[src/rtl/hoplite_if_pkg.sv]
// ============================================================================
// hoplite_if_pkg: shared packet layout, TX state encoding and pack helpers.
// Revision: 1.0
// ============================================================================
`default_nettype none

package hoplite_if_pkg;

  localparam int COORD_W     = 1;
  localparam int MCAST_W     = 1;
  localparam int MTYPE_W     = 1;
  localparam int MCOORD_W    = 8;
  localparam int MELEM_W     = 32;
  localparam int PACKET_BITS = 2*COORD_W + MCAST_W + 2 + MTYPE_W + 2*MCOORD_W + MELEM_W;

  // Bit offsets (LSB) of each field; x_coord sits at the MSB end.
  localparam int ELEM_LSB   = 0;
  localparam int MY_LSB     = ELEM_LSB + MELEM_W;
  localparam int MX_LSB     = MY_LSB + MCOORD_W;
  localparam int MTYPE_LSB  = MX_LSB + MCOORD_W;
  localparam int RESULT_LSB = MTYPE_LSB + MTYPE_W;
  localparam int DONE_LSB   = RESULT_LSB + 1;
  localparam int MCAST_LSB  = DONE_LSB + 1;
  localparam int Y_LSB      = MCAST_LSB + MCAST_W;
  localparam int X_LSB      = Y_LSB + COORD_W;

  typedef enum logic [0:0] {
    TX_IDLE = 1'b0,
    TX_SEND = 1'b1
  } tx_state_e;

  typedef struct packed {
    logic [COORD_W-1:0]  x_coord;
    logic [COORD_W-1:0]  y_coord;
    logic [MCAST_W-1:0]  multicast_group;
    logic                done_flag;
    logic                result_flag;
    logic [MTYPE_W-1:0]  matrix_type;
    logic [MCOORD_W-1:0] matrix_x_coord;
    logic [MCOORD_W-1:0] matrix_y_coord;
    logic [MELEM_W-1:0]  matrix_element;
  } packet_t;

  function automatic logic [PACKET_BITS-1:0] pack_packet(input packet_t p);
    return p;
  endfunction

  function automatic packet_t unpack_packet(input logic [PACKET_BITS-1:0] b);
    return b;
  endfunction

endpackage

`default_nettype wire

[src/rtl/hoplite_rx_fifo.sv]
// ============================================================================
// hoplite_rx_fifo: RX packet FIFO with extra-bit wrap pointers for full/empty.
// Revision: 1.0
// ============================================================================
`default_nettype none

module hoplite_rx_fifo #(
  parameter  int RX_DEPTH = 4,
  parameter  int WIDTH    = 8,
  localparam int AW       = $clog2(RX_DEPTH),
  localparam int CW       = AW + 1
) (
  input  logic             clk,
  input  logic             reset_n,
  input  logic             push_i,
  input  logic             pop_i,
  input  logic [WIDTH-1:0] data_i,
  output logic [WIDTH-1:0] data_o,
  output logic             full_o,
  output logic             empty_o,
  output logic [CW-1:0]    count_o
);

  logic [WIDTH-1:0] mem_q [RX_DEPTH];
  logic [CW-1:0]    wr_q;
  logic [CW-1:0]    rd_q;
  logic             w_push;
  logic             w_pop;

  assign count_o = wr_q - rd_q;
  assign full_o  = (count_o == CW'(RX_DEPTH));
  assign empty_o = (wr_q == rd_q);
  assign w_pop   = pop_i && !empty_o;
  // A pop in the same cycle frees the slot, so a write to a full FIFO is legal then.
  assign w_push  = push_i && (!full_o || w_pop);
  assign data_o  = mem_q[rd_q[AW-1:0]];

  always_ff @(posedge clk) begin
    if (!reset_n) begin
      wr_q <= '0;
      rd_q <= '0;
    end else begin
      if (w_push) wr_q <= wr_q + CW'(1);
      if (w_pop)  rd_q <= rd_q + CW'(1);
    end
  end

  always_ff @(posedge clk) begin
    if (w_push) mem_q[wr_q[AW-1:0]] <= data_i;
  end

endmodule

`default_nettype wire

[src/rtl/hoplite_node_interface.sv]
// ============================================================================
// hoplite_node_interface: node field registers -> Hoplite TX, RX FIFO -> node.
// Optional destination filter: HOPLITE_IF_RX_FILTER_EN.  Revision: 1.0
// ============================================================================
`default_nettype none

module hoplite_node_interface
  import hoplite_if_pkg::*;
#(
  parameter  int X_COORD              = 0,
  parameter  int Y_COORD              = 0,
  parameter  int COORD_BITS           = COORD_W,
  parameter  int MULTICAST_GROUP_BITS = MCAST_W,
  parameter  int MATRIX_TYPE_BITS     = MTYPE_W,
  parameter  int MATRIX_COORD_BITS    = MCOORD_W,
  parameter  int MATRIX_ELEMENT_BITS  = MELEM_W,
  parameter  int RX_DEPTH             = 4,
  localparam int PKT_W = 2*COORD_BITS + MULTICAST_GROUP_BITS + 2 + MATRIX_TYPE_BITS
                       + 2*MATRIX_COORD_BITS + MATRIX_ELEMENT_BITS,
  localparam int HW    = PKT_W - 2*COORD_BITS,
  localparam int CW    = $clog2(RX_DEPTH) + 1
) (
  input  logic                            clk,
  input  logic                            reset_n,
  input  logic [COORD_BITS-1:0]           x_coord_in,
  input  logic                            x_coord_in_valid,
  input  logic [COORD_BITS-1:0]           y_coord_in,
  input  logic                            y_coord_in_valid,
  input  logic [MULTICAST_GROUP_BITS-1:0] multicast_group_in,
  input  logic                            multicast_group_in_valid,
  input  logic                            done_flag_in,
  input  logic                            done_flag_in_valid,
  input  logic                            result_flag_in,
  input  logic                            result_flag_in_valid,
  input  logic [MATRIX_TYPE_BITS-1:0]     matrix_type_in,
  input  logic                            matrix_type_in_valid,
  input  logic [MATRIX_COORD_BITS-1:0]    matrix_x_coord_in,
  input  logic                            matrix_x_coord_in_valid,
  input  logic [MATRIX_COORD_BITS-1:0]    matrix_y_coord_in,
  input  logic                            matrix_y_coord_in_valid,
  input  logic [MATRIX_ELEMENT_BITS-1:0]  matrix_element_in,
  input  logic                            matrix_element_in_valid,
  input  logic                            packet_complete_in,
  output logic                            message_out_ready,
  output logic [MULTICAST_GROUP_BITS-1:0] multicast_group_out,
  output logic                            done_flag_out,
  output logic                            result_flag_out,
  output logic [MATRIX_TYPE_BITS-1:0]     matrix_type_out,
  output logic [MATRIX_COORD_BITS-1:0]    matrix_x_coord_out,
  output logic [MATRIX_COORD_BITS-1:0]    matrix_y_coord_out,
  output logic [MATRIX_ELEMENT_BITS-1:0]  matrix_element_out,
  output logic                            message_in_available,
  output logic                            message_in_valid,
  input  logic                            message_in_read,
  output logic [PKT_W-1:0]                packet_out,
  output logic                            packet_out_valid,
  input  logic                            packet_out_ready,
  input  logic [PKT_W-1:0]                packet_in,
  input  logic                            packet_in_valid,
  output logic                            tx_overrun,
  output logic                            rx_overflow,
  output logic                            rx_misroute
);

  logic [COORD_BITS-1:0]           x_q, x_d, y_q, y_d;
  logic [MULTICAST_GROUP_BITS-1:0] mg_q, mg_d;
  logic                            done_q, done_d, res_q, res_d;
  logic [MATRIX_TYPE_BITS-1:0]     mt_q, mt_d;
  logic [MATRIX_COORD_BITS-1:0]    mx_q, mx_d, my_q, my_d;
  logic [MATRIX_ELEMENT_BITS-1:0]  me_q, me_d;

  tx_state_e    state_q, state_d;
  logic [PKT_W-1:0] pkt_q, pkt_d;
  logic         overrun_q, overrun_d;

  logic [HW-1:0] head_q, head_d;
  logic          head_valid_q, head_valid_d;
  logic          head_pend_q, head_pend_d;
  logic          avail_q, avail_d;
  logic          overflow_q, overflow_d;

  logic          w_accept, w_rd_ok, w_fifo_push, w_fifo_pop;
  logic          w_fifo_full, w_fifo_empty;
  logic [HW-1:0] w_fifo_dout;
  logic [CW-1:0] w_fifo_cnt;

  // The _d values double as the capture bypass for strobes coincident with complete.
  assign x_d    = x_coord_in_valid        ? x_coord_in        : x_q;
  assign y_d    = y_coord_in_valid        ? y_coord_in        : y_q;
  assign mg_d   = multicast_group_in_valid ? multicast_group_in : mg_q;
  assign done_d = done_flag_in_valid      ? done_flag_in      : done_q;
  assign res_d  = result_flag_in_valid    ? result_flag_in    : res_q;
  assign mt_d   = matrix_type_in_valid    ? matrix_type_in    : mt_q;
  assign mx_d   = matrix_x_coord_in_valid ? matrix_x_coord_in : mx_q;
  assign my_d   = matrix_y_coord_in_valid ? matrix_y_coord_in : my_q;
  assign me_d   = matrix_element_in_valid ? matrix_element_in : me_q;

  always_comb begin
    state_d   = state_q;
    pkt_d     = pkt_q;
    overrun_d = overrun_q;
    case (state_q)
      TX_IDLE: begin
        if (packet_complete_in) begin
          state_d = TX_SEND;
          pkt_d   = {x_d, y_d, mg_d, done_d, res_d, mt_d, mx_d, my_d, me_d};
        end
      end
      TX_SEND: begin
        if (packet_out_ready)   state_d   = TX_IDLE;
        if (packet_complete_in) overrun_d = 1'b1;
      end
      default: state_d = TX_IDLE;
    endcase
  end

`ifdef HOPLITE_IF_RX_FILTER_EN
  logic w_misroute, misroute_q;
  assign w_accept = (packet_in[HW-1 -: MULTICAST_GROUP_BITS] != '0)
                 || ((packet_in[PKT_W-1 -: COORD_BITS] == COORD_BITS'(X_COORD))
                  && (packet_in[PKT_W-COORD_BITS-1 -: COORD_BITS] == COORD_BITS'(Y_COORD)));
  assign w_misroute = packet_in_valid && !w_accept;
  always_ff @(posedge clk) begin
    if (!reset_n) misroute_q <= 1'b0;
    else          misroute_q <= misroute_q | w_misroute;
  end
  assign rx_misroute = misroute_q;
`else
  logic unused_cfg;
  assign unused_cfg  = ^{packet_in[PKT_W-1 -: 2*COORD_BITS], X_COORD, Y_COORD};
  assign w_accept    = 1'b1;
  assign rx_misroute = 1'b0;
`endif

  // A pop reloads the head a cycle early (pending) so a full FIFO can accept a write.
  assign w_rd_ok     = message_in_read && head_valid_q;
  assign w_fifo_pop  = !w_fifo_empty && (w_rd_ok || (!head_valid_q && !head_pend_q));
  assign w_fifo_push = packet_in_valid && w_accept && (!w_fifo_full || w_fifo_pop);

  always_comb begin
    head_valid_d = head_valid_q;
    head_pend_d  = 1'b0;
    head_d       = w_fifo_pop ? w_fifo_dout : head_q;
    if (w_rd_ok) begin
      head_valid_d = 1'b0;
      head_pend_d  = w_fifo_pop;
    end else if (head_pend_q || w_fifo_pop) begin
      head_valid_d = 1'b1;
    end
    avail_d    = head_valid_d || head_pend_d || w_fifo_push || (w_fifo_cnt > CW'(w_fifo_pop));
    overflow_d = overflow_q | (packet_in_valid && w_accept && w_fifo_full && !w_fifo_pop);
  end

  hoplite_rx_fifo #(
    .RX_DEPTH (RX_DEPTH),
    .WIDTH    (HW)
  ) u_rx_fifo (
    .clk     (clk),
    .reset_n (reset_n),
    .push_i  (w_fifo_push),
    .pop_i   (w_fifo_pop),
    .data_i  (packet_in[HW-1:0]),
    .data_o  (w_fifo_dout),
    .full_o  (w_fifo_full),
    .empty_o (w_fifo_empty),
    .count_o (w_fifo_cnt)
  );

  always_ff @(posedge clk) begin
    if (!reset_n) begin
      {x_q, y_q, mg_q, done_q, res_q, mt_q, mx_q, my_q, me_q} <= '0;
      state_q      <= TX_IDLE;
      pkt_q        <= '0;
      overrun_q    <= 1'b0;
      head_q       <= '0;
      head_valid_q <= 1'b0;
      head_pend_q  <= 1'b0;
      avail_q      <= 1'b0;
      overflow_q   <= 1'b0;
    end else begin
      {x_q, y_q, mg_q, done_q, res_q, mt_q, mx_q, my_q, me_q} <=
        {x_d, y_d, mg_d, done_d, res_d, mt_d, mx_d, my_d, me_d};
      state_q      <= state_d;
      pkt_q        <= pkt_d;
      overrun_q    <= overrun_d;
      head_q       <= head_d;
      head_valid_q <= head_valid_d;
      head_pend_q  <= head_pend_d;
      avail_q      <= avail_d;
      overflow_q   <= overflow_d;
    end
  end

  assign message_out_ready    = (state_q == TX_IDLE);
  assign packet_out_valid     = (state_q == TX_SEND);
  assign packet_out           = pkt_q;
  assign tx_overrun           = overrun_q;
  assign rx_overflow          = overflow_q;
  assign message_in_valid     = head_valid_q;
  assign message_in_available = avail_q;
  assign {multicast_group_out, done_flag_out, result_flag_out, matrix_type_out,
          matrix_x_coord_out, matrix_y_coord_out, matrix_element_out} = head_q;

endmodule

`default_nettype wire
[config.mk]
export PLATFORM = sky130hd
export DESIGN_NAME = hoplite_node_interface
export DESIGN_NICKNAME = d
export VERILOG_FILES = /design/src/rtl/hoplite_if_pkg.sv /design/src/rtl/hoplite_rx_fifo.sv /design/src/rtl/hoplite_node_interface.sv
export SDC_FILE = /design/constraint.sdc
export NUM_CORES = 1
export LEC_CHECK = 0
export ABC_AREA = 1
export CAP_MARGIN = 20
export CELL_PAD_IN_SITES_DETAIL_PLACEMENT = 1
export CELL_PAD_IN_SITES_GLOBAL_PLACEMENT = 1
export CORE_ASPECT_RATIO = 0.5
export CORE_UTILIZATION = 26
export CTS_BUF_LIST = sky130_fd_sc_hd__clkbuf_4 sky130_fd_sc_hd__clkbuf_8
export DETAILED_ROUTE_END_ITERATION = 12
export PLACE_DENSITY_LB_ADDON = 0.1
export RECOVER_POWER = 100
export SLEW_MARGIN = 10
export SYNTH_ARGS = -nofsm -noshare
export SYNTH_HDL_FRONTEND = slang
export SYNTH_SLANG_ARGS = --single-unit
[constraint.sdc]
create_clock -name clk -period 4.01 [get_ports clk]
set_input_delay 0.802 -clock clk [delete_from_list [all_inputs] [get_ports clk]]
set_output_delay 0.802 -clock clk [all_outputs]
set_load 0.005 [all_outputs]
# Word-level counts from Yosys, hierarchy flattened
# Memory sizes are Yosys's and may differ from the RTL's. A register that Yosys moved wholly into a read port is not among the register bits.
# Cells that the tools add are included.
# word_totals
register_bits,120
ram_bits,208
inputBits,123
out_inout_bits,113
elab_cells,67
memories,1
# op_classes
add_sub_neg,3
n_lt_le_gt_ge,1
eq_ne,2
mux,17
bitwise_logic,2
reduce_logical,23
# mem_list
memory,depth,width,read_ports,rd_clocked_by_memory_dff,wr,line_no,source
u_rx_fifo.mem_q,4,52,1,1,1,hoplite_rx_fifo.sv:24,logic [WIDTH-1:0] mem_q [RX_DEPTH];
# ops
operator,n
32-bit 2-to-1 mux,1
8-bit 2-to-1 mux,2
1-bit 2-to-1 mux,13
1-bit logical AND,8
1-bit logical OR,7
"3-bit by 1-bit adder with 3-bit output, second input constant",2
1-bit zero test,6
2-bit AND reduction,2
3-bit == test,1
"3-bit == test, second input constant",1
3-bit by 1-bit greater-than comparator with 1-bit output,1
3-bit subtractor,1
1-bit case mux with 2 select lines,1
1-bit NOT,1
1-bit OR,1

# Longest topological paths before layout
# depth
depth_word,10
depth_mapped,17
mapped_depth_nobuf,13

# Modules after synthesis
# Synthesis repeated with hierarchy kept, for this count alone.
# unflattened
hier_cells,1196
area_unflattened_um2,13865.8
# modules_own_cells
module,instances,cells_each,area_per_inst_um2,seq_area_each_um2
hoplite_rx_fifo,1,575,8180.3,6406.1
hoplite_node_interface,1,621,5685.5,3323.2

# Least setup slack after synthesis
# OpenSTA, ideal clock, no wires.
# synth_path
path_type,register -> register
from,reg u_rx_fifo.rd_q[1]
to,mem u_rx_fifo.mem_q[0][0] (netlist name) (enable)
setup_time_ns,0.462
arrival_time_ns,3.778
t_required_ns,3.548
slack_ns,-0.230
stages_incl_launch_ff,12
cell_sequence,dfxtp_1 buf_2 inv_2 clkbuf_1 ha_1 nand2_1 inv_1 nand3_4 nand2_4 nand3_2 nand2_2 nor2_1
# synth_via
elab_chain_cells,8
# synth_rtl
item,line_no,source
start: declaration,hoplite_rx_fifo.sv:26,logic [CW-1:0] rd_q;
start signal: assignment,hoplite_rx_fifo.sv:44,if (w_pop) rd_q <= rd_q + CW'(1);
3-bit subtractor or 3-bit == test (tied branches),"hoplite_rx_fifo.sv:30, hoplite_rx_fifo.sv:32",
3-bit == test or 1-bit zero test (tied branches),"hoplite_rx_fifo.sv:31, hoplite_rx_fifo.sv:33, hoplite_node_interface.sv:137",
1-bit zero test or 1-bit logical AND (tied branches),"hoplite_rx_fifo.sv:35, hoplite_node_interface.sv:138, hoplite_node_interface.sv:137",
1-bit logical OR or 1-bit logical AND (tied branches),"hoplite_node_interface.sv:138, hoplite_rx_fifo.sv:33",
1-bit logical AND or 1-bit logical OR (tied branches),"hoplite_node_interface.sv:138, hoplite_rx_fifo.sv:35",
1-bit logical AND (*),hoplite_rx_fifo.sv:35,assign w_push = push_i && (!full_o || w_pop);
1-bit 2-to-1 mux (*),hoplite_rx_fifo.sv:49,if (w_push) mem_q[wr_q[AW-1:0]] <= data_i;
1-bit 2-to-1 mux (implied by the code) (*),hoplite_rx_fifo.sv:49,
end: declaration,hoplite_rx_fifo.sv:24,
# Every way passes the cells marked *; elsewhere a longest branch is shown, timed or not.

# Final worst setup path
# layout_path
from,reg u_rx_fifo.rd_q[1]
to,mem u_rx_fifo.mem_q[2][32] (netlist name) (enable)
# The elaborated chain is that of the path after synthesis.

==> impl_results.md <==
- Post-synthesis cell type count: 32
- Routed vias: 9636
- Sw power: between 3 and 4 mW
- Register bit total from synthesis: 380
- I/O pin cnt: approximately 240
- Syn Area/Cell: 11.7 um2
- Cells resized by post-CTS repair: 0
- Setup WS pre-CTS: between 900 and 1000 ps
- Min Tclk post-route: between 3000 and 4000 ps
- Filler Cells Inserted: 5696
- Largest net degree at the start of global routing: ~110
- Post-synth EDFFs: 208
- Routed wire per std cell: ~18 um
- Vias in the first global route: 10059
- Slew @ Worst Pin: 1710 ps
- Final period util: 81.4%
- Num rows: between 50 and 60
- Starting Density: between 20% and 30%
- Port Buffers: 232
- Seq pwr share: a little over two fifths
- Status: finished with violations
- Fin cells: around 2200
- Post-synth top flop: edfxtp_1
- Initial DRC Count: ~370
- Final Max Tran Viols: slightly above 90
- Failing checks: capacitance limit, slew limit
- TritonCTS sink count: between 300 and 400
- First-pass GRT wire length: about 59 mm
- Synth-to-layout area growth: 31.6%
- Max Fanout on Critical Path: 26
- Layout cells sized above 1: a little under a tenth
- DIE WIDTH: ~330 um
- Setup Skew: between 30 and 40 ps
- Hold_ws: 449 ps
- Setup Crit Path Kind: reg2reg
- Placer Congestion: approximately 0.71
- Synthesized area: 0.0137 mm2
- Mapped Cells: roughly 1200
- CP dominant cell by count: inv_1
- Worst endpoint required time: between 4000 and 5000 ps
- Skew-Pair Late Insertion Delay: around 640 ps
- Syn Nets: about 1300
- Nets@finish: around 1500
- VDD IR-drop max: 0.000240 V
- Most numerous cell in the Yosys netlist: nor2_1
- Num CTS Buffers: 59
- Final hold vios: 0
- Async SR Flop Fraction: 0%
- CP arrival: about 3500 ps
- Yosys warnings: 0
- Final setup TNS: 0 ps
- Worst Hold Class: reg2reg
- Post-CTS Hold Buffers: 0
- Top cell type's share of synthesized area: approximately 46%
- Pleak: 6.74 nW
- Pwr per Cell Area: approximately 620 mW/mm2
- Clk pwr share: between 30% and 40%
- Sw frac: between 30% and 40%
- Crit-path cells: inv_1, ha_1, nand2_1, inv_1, nand3_4, nand2_4, nand3_1, nand2_2, nor2_4, clkbuf_2
- # DRC: 0
- Synth cell count leaders: 274 x nor2_1, 208 x edfxtp_1, 199 x o21ai_0
- GRT Util Overall: 14.3%
- Slowest-stage cell, CP: dfxtp_1
- Cell taking the most area after synthesis: edfxtp_1
- RSZ-0062 raised after global routing: false
- Slew margin rel.: -14.1%
- Core area: ~0.052 mm2
- Post-CTS Setup Repair Bufs: 0
- First-pass iteration count of the detailed router: 4
- Vias per cell: 4.45
- CTS tree: yes
- Worst-path clk slew: ~60 ps
- Top post-synthesis cells by area: edfxtp_1 46%, dfxtp_1 25%, nor2_1 7.5%
- Post-route setup slack: ~750 ps
- Pint: ~7.7 mW
- Comb pwr share: roughly a quarter
- Final Util: around a third
- CTS Buffer Depth: 3
- H-Tree Depth: 2
- DIE AREA: about 0.054 mm2
- Die Height: 164 um
- Max Fclk: between 300 and 400 MHz
- Post-DP HPWL: between 20 and 25 mm
- # setup viols final: 0
- Placed instance count: 2048
- Wirelength, routed: 39.2 mm
- CP peak stage delay: 850 ps
- Seq/Total Area, Yosys: a little over two thirds
- Antenna Nets Post-Route: 0
- Nature of the critical path startpoint: register
- Crit end category: register
- Total gr overflow: 0
- Max-Cap Viols: 1
- Root buf cell: clkbuf_8
- Initial antenna violation count: 2
==> power groups by stage <==
| stage | Combinational, mW | Sequential [mW] | Clock [mW] |
|---|---|---|---|
| 4_1_cts | 2.93 | 4.92 | 3.79 |
| 6_report | 2.72 | 4.89 | 3.61 |
| 3_5_place_dp | 2.92 | 5.00 | 0 |
| 5_1_grt | 3.08 | 4.95 | 3.93 |
| 2_1_floorplan | 1.67 | 4.96 | 0 |
| 3_3_place_gp | 2.86 | 4.98 | 0 |
==> final cells by class <==
type                       instances  area (um2)  area share (%)
sequential                       380        9690            53.7
tap                              701         877            4.86
inverter                          20        78.8           0.436
multi-input combinational        696        3590            19.9
clock buffer                      98        1190            6.60
clock inverter                    12         134           0.741
timing repair buffer             252        2490            13.8
antenna                            4        10.0          0.0554
==> metrics by stage <==
stage                     total power [mW]  instance area (um2)
final                                 11.2                18100
after global routing                  12.0                18100
after CTS                             11.6                18100
after detailed placement              7.92                16800
after global placement                7.83                16800
after floorplan                       6.63                13700
==> layout by cell type (no fill, tap or decap), drive strengths merged <==
cell type      count
diode              4
dfxtp            172
edfxtp           208
ha                 8
mux2i             54
o21a               1
or2                1
clkinvlp           1
dlygate4sd3      165
clkbuf           107
inv               21
nand2             16
a31oi             52
nor3               1
bufinv             2
nand3              8
buf               13
clkinv             8
clkdlybuf4s50     65
xor2               1
a21oi             61
conb               1
nand4              2
fa                 1
o21ai            214
nor2             274
nor3b              1
==> kinds of logic (layout without fill, tap and decap cells) <==
| logic type | count (synthesis) | after routing | share of synthesized area (%) |
|---|---|---|---|
| flip-flops | 380 | 380 | 70.6 |
| multiplexers | 54 | 54 | 3.94 |
| AO/OA/AOI/OAI | 328 | 328 | 12.5 |
| XOR/XNOR | 1 | 1 | 0.0638 |
| adder cells (fa/ha/maj) | 9 | 9 | 0.875 |
| buffers and inverters | 101 | 382 | 3.36 |
| other | 1 | 5 | 0.0273 |
| AND/OR/NAND/NOR | 303 | 303 | 8.67 |
==> critical path, delay by kind of cell (launching register included) <==
kind,cells,cell delay (ps)
DFF,1,850
buffers and inverters,3,920
and+or+nand+nor,6,740
adders and majority gates,1,340
==> registers in the layout, indices dropped and copies added (netlist names) <==
name and flops:
rx_overflow 1, packet_out 54, packet_out_valid 1, u_rx_fifo.mem_q 208
done_q 1, my_q 8, x_q 1, message_in_available 1
me_q 32, res_q 1, y_q 1, head_q 52
mg_q 1, u_rx_fifo.rd_q 3, message_in_valid 1, u_rx_fifo.wr_q 3
head_pend_q 1, tx_overrun 1, mx_q 8, mt_q 1
==> final timing paths <==
path	from	to	slack, ps	cells after the start
max reg2reg	u_rx_fifo.rd_q[1]$_SDFFE_PN0P_	u_rx_fifo.mem_q[2][32]$_DFFE_PP_	750	10
min reg2reg	rx_overflow$_SDFF_PN0_	rx_overflow$_SDFF_PN0_	450	2
min	rx_overflow$_SDFF_PN0_	rx_overflow$_SDFF_PN0_	450	2
max	u_rx_fifo.rd_q[1]$_SDFFE_PN0P_	u_rx_fifo.mem_q[2][32]$_DFFE_PP_	750	10
==> per-layer routing <==
layer  track usage, %  vias up  share of wire [%]
li1                 -     4630                  -
met1             17.2     4794                 44
met2             25.9      156                 50
met3             3.21       56                3.7
met4             3.89        0                2.0
met5                0        -                  0
(Power assumes the default switching activity.)
